<file path="src/rtl/seizure_display_pkg.sv">
// seizure_display_pkg
// Shared types and constants for the result display controller:
//   state_t            - display state (IDLE, HOLD)
//   STATUS_PROCESSING  - classifier system_status code meaning "processing"
//   timer_width()      - counter width needed for a timer loaded with cycles-1
package seizure_display_pkg;

    typedef enum logic {
        IDLE = 1'b0,
        HOLD = 1'b1
    } state_t;

    localparam logic [1:0] STATUS_PROCESSING = 2'b01;

    // A timer that counts from cycles-1 down to 0 needs $clog2(cycles) bits,
    // but never fewer than one bit.
    function automatic int timer_width(input int cycles);
        if (cycles <= 2) begin
            return 1;
        end
        return $clog2(cycles);
    endfunction

endpackage

</file>
<file path="src/rtl/display_timer.sv">
// display_timer
// Loadable down-counter with a zero flag. Load has priority over enable.
// The counter stops at zero rather than wrapping.
// Ports:
//   clk, rst    - clock, synchronous active-high reset (count -> 0)
//   load        - load load_value on this edge
//   load_value  - value loaded when load is high
//   enable      - decrement by one when not loading and not already zero
//   zero        - high while the count is zero
module display_timer
    import seizure_display_pkg::*;
#(
    parameter int WIDTH = 8
) (
    input  logic             clk,
    input  logic             rst,
    input  logic             load,
    input  logic [WIDTH-1:0] load_value,
    input  logic             enable,
    output logic             zero
);

    logic [WIDTH-1:0] count;

    always_ff @(posedge clk) begin
        if (rst) begin
            count <= '0;
        end else if (load) begin
            count <= load_value;
        end else if (enable && (count != '0)) begin
            count <= count - 1'b1;
        end
    end

    assign zero = (count == '0);

endmodule

</file>
<file path="src/rtl/result_display_ctrl.sv">
// result_display_ctrl
// Captures a classifier result on each rising edge of result_valid and shows
// it on the result LEDs for HOLD_CYCLES cycles. A seizure result with high
// confidence lights seizure_led steadily; with low confidence it blinks with
// a half-period of BLINK_HALF cycles. Saturating statistics counters and the
// last captured confidence are kept for debug readout.
// Ports:
//   clk, rst          - clock, synchronous active-high reset
//   result_valid      - classifier result valid (level, edge-detected here)
//   seizure_detected  - classifier decision, sampled on capture
//   confidence        - classifier confidence, sampled on capture
//   system_status     - classifier status, mirrored onto processing_led
//   clear_stats       - clears the statistics counters
//   seizure_led       - seizure result shown (steady or blinking)
//   non_seizure_led   - non-seizure result shown
//   processing_led    - registered (system_status == PROCESSING)
//   display_busy      - a result is currently held
//   seizure_count     - captured seizure results, saturating
//   total_count       - captured results, saturating
//   last_confidence   - confidence of the most recent capture
module result_display_ctrl
    import seizure_display_pkg::*;
#(
    parameter int          HOLD_CYCLES = 50_000_000,
    parameter int          BLINK_HALF  = 6_250_000,
    parameter logic [15:0] CONF_THRESH = 16'h8000,
    parameter int          COUNT_WIDTH = 8
) (
    input  logic                   clk,
    input  logic                   rst,
    input  logic                   result_valid,
    input  logic                   seizure_detected,
    input  logic [15:0]            confidence,
    input  logic [1:0]             system_status,
    input  logic                   clear_stats,
    output logic                   seizure_led,
    output logic                   non_seizure_led,
    output logic                   processing_led,
    output logic                   display_busy,
    output logic [COUNT_WIDTH-1:0] seizure_count,
    output logic [COUNT_WIDTH-1:0] total_count,
    output logic [15:0]            last_confidence
);

    localparam int HOLD_W  = timer_width(HOLD_CYCLES);
    localparam int BLINK_W = timer_width(BLINK_HALF);
    localparam logic [HOLD_W-1:0]  HOLD_LOAD  = HOLD_W'(HOLD_CYCLES - 1);
    localparam logic [BLINK_W-1:0] BLINK_LOAD = BLINK_W'(BLINK_HALF - 1);

    state_t      state;
    state_t      state_next;
    logic        valid_prev;
    logic        capture;
    logic        decision;
    logic        decision_next;
    logic [15:0] conf_latched;
    logic [15:0] conf_next;
    logic        phase;
    logic        phase_next;
    logic        hold_zero;
    logic        blink_zero;
    logic        blink_reload;
    logic        in_hold;
    logic        seizure_led_next;
    logic        non_seizure_led_next;

    // Only a 0->1 transition of result_valid counts as a new result.
    assign capture = result_valid && !valid_prev;
    assign in_hold = (state == HOLD);

    // The blink timer free-runs in HOLD, reloading every time it expires so
    // that the phase toggles every BLINK_HALF cycles.
    assign blink_reload = capture || (in_hold && blink_zero);

    display_timer #(.WIDTH(HOLD_W)) u_hold_timer (
        .clk        (clk),
        .rst        (rst),
        .load       (capture),
        .load_value (HOLD_LOAD),
        .enable     (in_hold),
        .zero       (hold_zero)
    );

    display_timer #(.WIDTH(BLINK_W)) u_blink_timer (
        .clk        (clk),
        .rst        (rst),
        .load       (blink_reload),
        .load_value (BLINK_LOAD),
        .enable     (in_hold),
        .zero       (blink_zero)
    );

    // Next-state and next-output logic. LED outputs are computed from the
    // next state so they can be registered without adding a cycle of delay
    // relative to the capture.
    always_comb begin
        state_next           = state;
        decision_next        = decision;
        conf_next            = conf_latched;
        phase_next           = phase;
        seizure_led_next     = 1'b0;
        non_seizure_led_next = 1'b0;

        case (state)
            IDLE: begin
                if (capture) begin
                    state_next = HOLD;
                end
            end
            HOLD: begin
                if (capture) begin
                    state_next = HOLD;
                end else if (hold_zero) begin
                    state_next = IDLE;
                end
            end
            default: begin
                state_next = IDLE;
            end
        endcase

        if (capture) begin
            decision_next = seizure_detected;
            conf_next     = confidence;
            phase_next    = 1'b1;
        end else if (in_hold && blink_zero) begin
            phase_next = !phase;
        end

        if (state_next == HOLD) begin
            non_seizure_led_next = !decision_next;
            seizure_led_next     = decision_next &&
                                   ((conf_next >= CONF_THRESH) || phase_next);
        end
    end

    always_ff @(posedge clk) begin
        if (rst) begin
            state           <= IDLE;
            valid_prev      <= 1'b0;
            decision        <= 1'b0;
            conf_latched    <= '0;
            phase           <= 1'b0;
            seizure_led     <= 1'b0;
            non_seizure_led <= 1'b0;
            display_busy    <= 1'b0;
            processing_led  <= 1'b0;
        end else begin
            state           <= state_next;
            valid_prev      <= result_valid;
            decision        <= decision_next;
            conf_latched    <= conf_next;
            phase           <= phase_next;
            seizure_led     <= seizure_led_next;
            non_seizure_led <= non_seizure_led_next;
            display_busy    <= (state_next == HOLD);
            processing_led  <= (system_status == STATUS_PROCESSING);
        end
    end

    assign last_confidence = conf_latched;

    // Statistics counters. A clear coincident with a capture leaves the
    // counters holding just that capture.
    always_ff @(posedge clk) begin
        if (rst) begin
            total_count   <= '0;
            seizure_count <= '0;
        end else if (clear_stats) begin
            total_count   <= capture ? COUNT_WIDTH'(1) : '0;
            seizure_count <= (capture && seizure_detected) ? COUNT_WIDTH'(1) : '0;
        end else if (capture) begin
            if (total_count != '1) begin
                total_count <= total_count + 1'b1;
            end
            if (seizure_detected && (seizure_count != '1)) begin
                seizure_count <= seizure_count + 1'b1;
            end
        end
    end

endmodule

</file>
<file path="config.mk">
export PLATFORM = sky130hd
export DESIGN_NAME = result_display_ctrl
export DESIGN_NICKNAME = d
export VERILOG_FILES = /design/src/rtl/seizure_display_pkg.sv /design/src/rtl/display_timer.sv /design/src/rtl/result_display_ctrl.sv
export SDC_FILE = /design/constraint.sdc
export NUM_CORES = 1
export LEC_CHECK = 0
export CAP_MARGIN = 5
export CORE_ASPECT_RATIO = 2
export CORE_MARGIN = 2
export CORE_UTILIZATION = 58
export CTS_CLUSTER_DIAMETER = 80
export DETAILED_ROUTE_END_ITERATION = 10
export PLACE_DENSITY = 0.84
export SYNTH_ARGS = -nofsm -noshare
export SYNTH_HDL_FRONTEND = slang
export SYNTH_SLANG_ARGS = --single-unit
</file>
<file path="constraint.sdc">
create_clock -name clk -period 7.88 [get_ports clk]
set_input_delay 1.182 -clock clk [delete_from_list [all_inputs] [get_ports clk]]
set_output_delay 1.182 -clock clk [all_outputs]
set_load 0.1 [all_outputs]
</file>
== After elaboration in Yosys (flattened, before gate mapping) ==
Index checks and enable logic that the tools add are counted.
Storage, ports and cells
  register bits: 88
  input port bits: 23
Cells by class
  add/sub/neg operators: 4
  magnitude comparators: 1
  equality and inequality tests: 3
  multiplexer cells: 20
  bitwise gates (word level): 2
  reductions and logical operators: 26
Operator list (number)
  two-way mux 26 bit: 2
  two-way mux 8 bit: 6
  two-way mux 23 bit: 2
  logical NOT 26 bit: 1
  nonzero test 26 bit: 1
  subtractor 26 x 1 -> 26 bit, second input constant: 1
  logical NOT 23 bit: 1
  nonzero test 23 bit: 1
  subtractor 23 x 1 -> 23 bit, second input constant: 1
  adder 8 x 1 -> 8 bit, second input constant: 2
  greater-or-equal comparator 16 bit, second input constant: 1
  two-way mux 16 bit: 1
  inequality test 8 bit, second input constant: 2
  nonzero test 2 bit: 5
  two-way mux 1 bit: 8
  logical AND 1 bit: 7
  OR reduction 2 bit: 3
  AND reduction 2 bit: 2
  logical NOT 1 bit: 3
  equality test 2 x 1 -> 1 bit, second input constant: 1
  logical OR 1 bit: 2
  NOT 1 bit: 2
  one-hot mux 1 bit (2 select lines): 1

== Depth between registers and ports, before layout ==
Gate-level depths: netlist (run 1).
  word-level depth: 6
  depth in mapped cells: 9

== Modules after synthesis ==
From an unflattened synthesis (run 1), not the netlist that was laid out.
Unflattened totals
  cell total of the unflattened synthesis: 566
  area total of the unflattened synthesis: 4703.3 um^2
Modules (own cells, without submodules)
  display_timer at u_hold_timer: times used 1, cells an instance 201, area an instance 1654.1 um^2, seq. area each 520.5 um^2
  result_display_ctrl: times used 1, cells an instance 200, area an instance 1630.3 um^2, seq. area each 780.7 um^2
  display_timer at u_blink_timer: times used 1, cells an instance 165, area an instance 1418.9 um^2, seq. area each 460.4 um^2

== Least setup slack after synthesis (run 1) ==
Ideal clock, no wire load.
  path type: register to register
  start point: register u_hold_timer.count[4]
  end point: register u_hold_timer.count[22]
  arrival time: 2468 ps
  data required time: 7806 ps
  slack: 5338 ps
  cell stages (with the launch flop): 8
  period minus slack after synthesis: 2542 ps
  cell sequence: dfxtp_1 -> or4_4 -> buf_6 -> or4_1 -> buf_2 -> or4_1 -> or3_1 -> a31oi_1
Between the ends
  longest elaborated chain between the ends: 3
  elaborated cells on any way between the ends: 6
RTL lines
  from (decl): line display_timer.sv:23  | logic [WIDTH-1:0] count;
  from (signal assigned): line display_timer.sv:29  | count <= load_value;
  from (signal assigned): line display_timer.sv:31  | count <= count - 1'b1;
  subtractor 26 x 1 -> 26 bit or nonzero test 26 bit (tied branches): line display_timer.sv:31, display_timer.sv:30
  two-way mux 26 bit or logical AND 1 bit (tied branches): line display_timer.sv:30  | end else if (enable && (count != '0)) begin
  two-way mux 26 bit or nonzero test 2 bit (tied branches)
Parallel ways exist; a longest one is shown, timed or not. The select of a mux whose other input is x is not followed.
A chain may end at the register's enable or synchronous reset.

==> summary.txt, run 1 <==
Syn Area/Cell - 8.39 sq um
FP Rows - 43
Final Skew - 0.00492 ns
count of cell types in the netlist - 47
maximum clock rate - 309 MHz
CORE AREA - 6830 sq um
Worst R2R Setup Slack - 5.06 ns
Worst EP required - 6.70 ns
Crit path arrival time - 2.06 ns
Critical Path Start Type - flip-flop
worst flop-to-flop path startpoint - u_hold_timer.count[16]$_SDFFE_PP0P_
Setup-failing EPs final - 0
FF+latch area - 1760 sq um
CTS Buf Count - 9
Vias - 3613
initial cell density of the core - 0.590
CP endpoint kind - output pin
post-synthesis xor/xnor area fraction - 0.0500
Synthesized Nets - 507
Detail Placement HPWL - 6000 um
synthesized area - 4030 sq um
ant diodes - 0
Min-Delay Path Class - reg2reg
maxcap violations - 0
LEAKAGE - 0.00174 uW
cell taking the most area after synthesis - dfxtp_1
Worst Reg-to-Reg Cells - 5
status - completed
worst vdd ir - 196 uV
Worst Path Max Fanout - 23
Routed Antenna Nets - 0
via/cell ratio - 5.86
WL final - 9040 um
gr ovfl total - 0
Compound-Gate Fraction of Synth Area - 0.182
ys flop type - dfxtp_1
clock-pin slew on the worst setup and hold paths - 0.06 ns
initial antenna violation count - 0
number of global-route vias before repair - 3482
top cell type's share of synthesized area - 0.437
# IOs - 59
worst hold start - last_confidence[9]$_SDFF_PP0_
setup tns final - 0 ns
H-tree levels - 3
most frequent cell after synthesis - dfxtp_1
top post-synthesis cells by area - dfxtp_1, a21oi_1, nand2_1, or4_1, or3_1
post-CTS setup buffer count - 0
Hold Path Sink - last_confidence[9]$_SDFF_PP0_
CP startpoint - in_hold$_SDFF_PP0_
Adder-Cell Fraction of Synth Area - 0.0124
Final Cycle Share - 0.411
post-synthesis mux area share - 0.00994
EDFF count, synth - 0
Yosys reg bits - 88
die footprint - 7670 sq um
layout cell share with drive strength beyond 1 - 0.0607
wire per inst - 14.7 um
kind of critical path - reg2out
Worst-Skew Late Latency - 0.34 ns
Iter 0 DRT Violations - 244
fill cell count - 530
worst reg2reg endpoint - u_hold_timer.count[19]$_SDFFE_PP0P_
CTS tree - built
Finished Core Util - 0.719
RSZ-0062 raised after global routing - false
Die W - 62.9 um
first-pass GRT wire length - 15900 um
count of cells resized by post-cts repair - 0
hold path depth - 2
drt first pass iters - 4
largest family of logic cells by synthesized area - simple AND/OR/NAND/NOR gates
Post-synth top cells - dfxtp_1, a21oi_1, nand2_1
DRC Markers - 0
CTS max path bufs - 2
YS warnings - 0
Least-Margin Pin Slew - 1.14 ns
Layout area overhead - 21.9%
NumNets Final - 549
largest net degree at the start of global routing - 64
PwrDens - 223 nW/um^2
Die Ht - 122 um
async set-reset flop share out of synthesis - 0
max-slew violations - 0
synthesized instance count - 480
Tmin final - 3.24 ns
buffers added on ports - 58
RePlAce Congestion - 0.856
Synth Area in Simple Gates - 0.267
Multi-input gate area - 2110 sq um
clk root buf - clkbuf_16
Post-CTS Hold Buffers - 0
All-Layer GR Usage - 0.257
clock sink total - 88
final hold vios - 0
Slew HR - 0.230
sequential area share after synthesis - 0.437
## worst max-delay path: stages (launching register included)
cell and delay [ns]:
dfxtp_1 0.30, buf_4 0.23, clkdlybuf4s50_1 1.18
## layout make-up
cell class / count / area share
Inverter: 11 / 0.00841
Clock buffer: 13 / 0.0489
Multi-Input combinational cell: 350 / 0.429
Tap cell: 90 / 0.0229
Timing Repair Buffer: 62 / 0.123
Sequential cell: 88 / 0.359
Clock inverter: 3 / 0.00866
## registers in the layout (all words and copies together), names as in the netlist, 8 cells and up
name and flops:
last_confidence 16, u_hold_timer.count 26, u_blink_timer.count 23, total_count 8, seizure_count 8
## metal layers
metal  part of all wire  GRT usage  up-vias
li1                   -          -     1833
met1               0.45      0.329     1672
met2               0.47      0.408       91
met3              0.050     0.0563       17
met4              0.026      0.129        0
met5                  0          0        -
## report_power, final
group / leakage (uW) / switching (uW) / internal, uW
combinational: 0.000882 / 123 / 64.2
sequential: 0.000724 / 24.2 / 471
clock: 0.000134 / 165 / 245
total: 0.00174 / 312 / 780
## through the flow
| stage | setup WS, ns | cells | area [sq um] | total power (uW) | hold WS [ns] |
|---|---|---|---|---|---|
| floorplan | 5.34 | 480 | 4030 | 643 | 0.434 |
| global placement | 4.58 | 601 | 4630 | 686 | 0.441 |
| detailed placement | 4.55 | 601 | 4630 | 690 | 0.446 |
| CTS | 4.63 | 617 | 4910 | 1100 | 0.454 |
| global route | 4.57 | 617 | 4910 | 1140 | 0.475 |
| finish | 4.64 | 617 | 4910 | 1090 | 0.455 |
## cell families (layout without fill, tap and decap cells)
| logic type | count (synthesis) | after routing |
|---|---|---|
| and+or+nand+nor | 198 | 198 |
| DFF | 88 | 88 |
| buffers and inverters | 42 | 89 |
| adders and majority gates | 4 | 4 |
| AOI/OAI and AO/OA | 121 | 121 |
| xor gates and xnor gates | 23 | 23 |
| muxes | 4 | 4 |
## worst max path at each step
stage                                                       to  slack [ns]  cells after the start
after floorplan            u_hold_timer.count[22]$_SDFFE_PP0P_        5.34                      7
after global placement    u_blink_timer.count[14]$_SDFFE_PP0P_        4.58                      7
after detailed placement  u_blink_timer.count[14]$_SDFFE_PP0P_        4.55                      7
after CTS                                         display_busy        4.63                      2
after global routing                              display_busy        4.57                      2
final                                             display_busy        4.64                      2
## cells in the final DEF, fill, tap and decap left out, drive strengths merged, types with 9 or more instances in the layout
cell,Yosys,final
xnor2,9,9
xor2,14,14
nand3,9,9
a31oi,15,15
a21oi,48,48
nand2,45,45
nand4,10,10
inv,11,11
o31ai,11,11
clkbuf,27,13
nor3,14,14
or3,20,20
o21ai,21,21
dfxtp,88,88
or4,24,24
clkdlybuf4s50,0,57
nor2,33,33
Power figures use the tool's default switching activity.
==> inputs of run 2 (changes only) <==
- CORE_UTILIZATION: 58 -> 54
- PLACE_DENSITY: 0.84 -> 0.79
- clock period: 7.88 -> 3.1 ns (I/O delays scaled with it)
==> run 2 against run 1 <==
Clock-buffer cell count shrank 3. Flip-flop and latch count is the same. Largest cell class unchanged. Sequential power grew to 2.5 times the previous value. Non-clock buffer count grew 9.
==> summary.txt, run 2 (synthesis results as in run 1) <==
Critical Path Start Type - flip-flop
CP max-delay cell - or4_1
Placed Instances - 612 (+1.8%)
maxcap violations - 0 (unchanged)
status - completed
largest net degree at the start of global routing - 26 (-59%)
buffers added on ports - 58 (unchanged)
Placed Area - 4610 sq um (-0.43%)
Top cell by count, worst path - or4_1
Crit path arrival time - 2.94 ns (+0.88 ns)
kind of critical path - reg2reg
Routed Antenna Nets - 0 (unchanged)
switching share of power - 0.304 (+0.0177)
wire per inst - 16.0 um (+9.1%)
layout cell share with drive strength beyond 1 - 0.149 (+0.0885)
Iter 0 DRT Violations - 181 (-26%)
max reg flops - 26 (unchanged)
drt first pass iters - 4 (unchanged)
number of global-route vias before repair - 3623 (+4.0%)
DRC Markers - 0 (unchanged)
clock sink total - 88 (unchanged)
CP endpoint kind - flip-flop
setup tns final - 0 ns (unchanged)
Worst Path Max Fanout - 6 (-74%)
die footprint - 8210 sq um (+7.0%)
Worst-Skew Late Latency - 0.34 ns (about the same)
maximum clock rate - 373 MHz
FF+latch area - 1760 sq um (unchanged)
max-slew violations - 0 (unchanged)
worst vdd ir - 367 uV (+87%)
Slew HR - 0.558 (+0.328)
FP Rows - 44 (+2.3%)
fill cell count - 639 (+21%)
Final Skew - 0.00705 ns (+0.00213 ns)
Setup-failing EPs final - 0 (unchanged)
CORE AREA - 7270 sq um (+6.4%)
NumNets Final - 558 (+1.6%)
Final Cell Area - 4880 sq um (-0.61%)
CTS Buf Count - 9 (unchanged)
gr ovfl total - 0 (unchanged)
via/cell ratio - 5.93 (+1.2%)
most common cell after layout, fill and taps aside - dfxtp_1
CP Cell Sequence - inv_1, ha_1, or3b_2, or4_1, or4_1, or3_1, a31oi_1
Post-CTS Hold Buffers - 0 (unchanged)
Min-Delay Path Class - reg2reg
Clock power frac - 0.360 (-0.016)
Multi-input gate area - 2110 sq um (unchanged)
clk root buf - clkbuf_16
# IOs - 59 (unchanged)
dpl ws - 0.461 ns (-4.09 ns)
CTS max path bufs - 2 (unchanged)
largest stage delay on the critical path - 0.52 ns (-0.66 ns)
Die Ht - 126 um (+3.5%)
Top reg by flops - u_hold_timer.count
All-Layer GR Usage - 0.257 (-0.000277)
Vias - 3722 (+3.0%)
clock-pin slew on the worst setup and hold paths - 0.06 ns (about the same)
commonest non-fill, non-tap cells in the layout - dfxtp_1, buf_4, a21oi_1, nand2_1, nor2_1
LEAKAGE - 0.00184 uW (+5.5%)
Worst EP required - 3.36 ns (-3.34 ns)
Tot Pwr - 2740 uW (+150%)
RePlAce Congestion - 0.856 (about the same)
Least-Margin Pin Slew - 0.654 ns (-0.488 ns)
Tmin final - 2.68 ns
PwrDens - 561 nW/um^2 (+150%)
Comb power frac - 0.179 (+0.008)
post-CTS setup buffer count - 0 (unchanged)
internal power - 1910 uW (+140%)
switching power - 831 uW (+170%)
H-tree levels - 3 (unchanged)
Final Non-Filler Cells - 628 (+1.8%)
count of cells resized by post-cts repair - 0 (unchanged)
RSZ-0062 raised after global routing - false
initial antenna violation count - 0 (unchanged)
final hold vios - 0 (unchanged)
initial cell density of the core - 0.554 (-0.0352)
Detail Placement HPWL - 7240 um (+21%)
Final Cycle Share - 0.864
Layout area overhead - 21.1%
ant diodes - 0 (unchanged)
setup slack after layout - 0.421 ns (-4.22 ns)
Reg power frac - 0.461 (+0.008)
CTS tree - built
first-pass GRT wire length - 16600 um (+4.1%)
WL final - 10000 um (+11%)
Die W - 65.1 um (+3.4%)
-- run 2: cell count changes in the layout (fill, tap and decap cells not counted), sizes merged --
cell	change
buf	+45
bufinv	-1
clkbuf	-3
clkdlybuf4s50	-36
clkinvlp	+3
inv	+1
-- run 2: path summary, 6_finish.rpt --
| check | end | slack, ns | cells past startpoint | start |
|---|---|---|---|---|
| worst min-delay path | last_confidence[8]$_SDFF_PP0_ | 0.46 | 2 | last_confidence[8]$_SDFF_PP0_ |
| worst max register to register | u_hold_timer.count[22]$_SDFFE_PP0P_ | 0.42 | 7 | u_hold_timer.count[0]$_SDFFE_PP0P_ |
| worst min register to register | last_confidence[8]$_SDFF_PP0_ | 0.46 | 2 | last_confidence[8]$_SDFF_PP0_ |
| worst max-delay path | u_hold_timer.count[22]$_SDFFE_PP0P_ | 0.42 | 7 | u_hold_timer.count[0]$_SDFFE_PP0P_ |
-- run 2: per-layer routing --
metal,GRT usage,up-vias,part of all wire
li1,-,1851,-
met1,0.267,1784,0.38
met2,0.474,63,0.56
met3,0.0473,24,0.025
met4,0.132,0,0.031
met5,0,-,0
-- run 2: cell type report --
class,instances,area share
multi-input cells,350,0.432
flip-flops and latches,88,0.361
repair buffers,71,0.119
clock buffers,10,0.0469
well taps,92,0.0236
clock inverters,6,0.00897
inverters,11,0.00846
-- run 2: power by group through the flow --
stage | Sequential, uW | Clock [uW] | Combinational [uW]
2_1_floorplan | 1390 | 0 | 245
3_3_place_gp | 1280 | 0 | 478
3_5_place_dp | 1280 | 0 | 486
4_1_cts | 1260 | 1010 | 489
5_1_grt | 1270 | 1060 | 529
6_report | 1260 | 987 | 489
-- run 2: per-stage QoR --
step,hold WS (ns),utilization
floorplan,0.434,-
detailed placement,0.448,0.634
finish,0.455,0.671
CTS,0.456,0.671
global route,0.481,0.671
global placement,0.443,0.634
-- run 2: worst max-delay path, delay by kind of cell, from the launching register on --
kind | cells | cell delay, ns
flops | 1 | 0.35
simple gates | 4 | 1.84
buf+inv | 1 | 0.07
compound gates | 1 | 0.18
fa+ha+maj | 1 | 0.16
==> inputs of run 3 (changes only) <==
- SLEW_MARGIN: not set -> 25
==> results of run 3 <==
Final layout, timing and power as in run 2 (identical DEF).
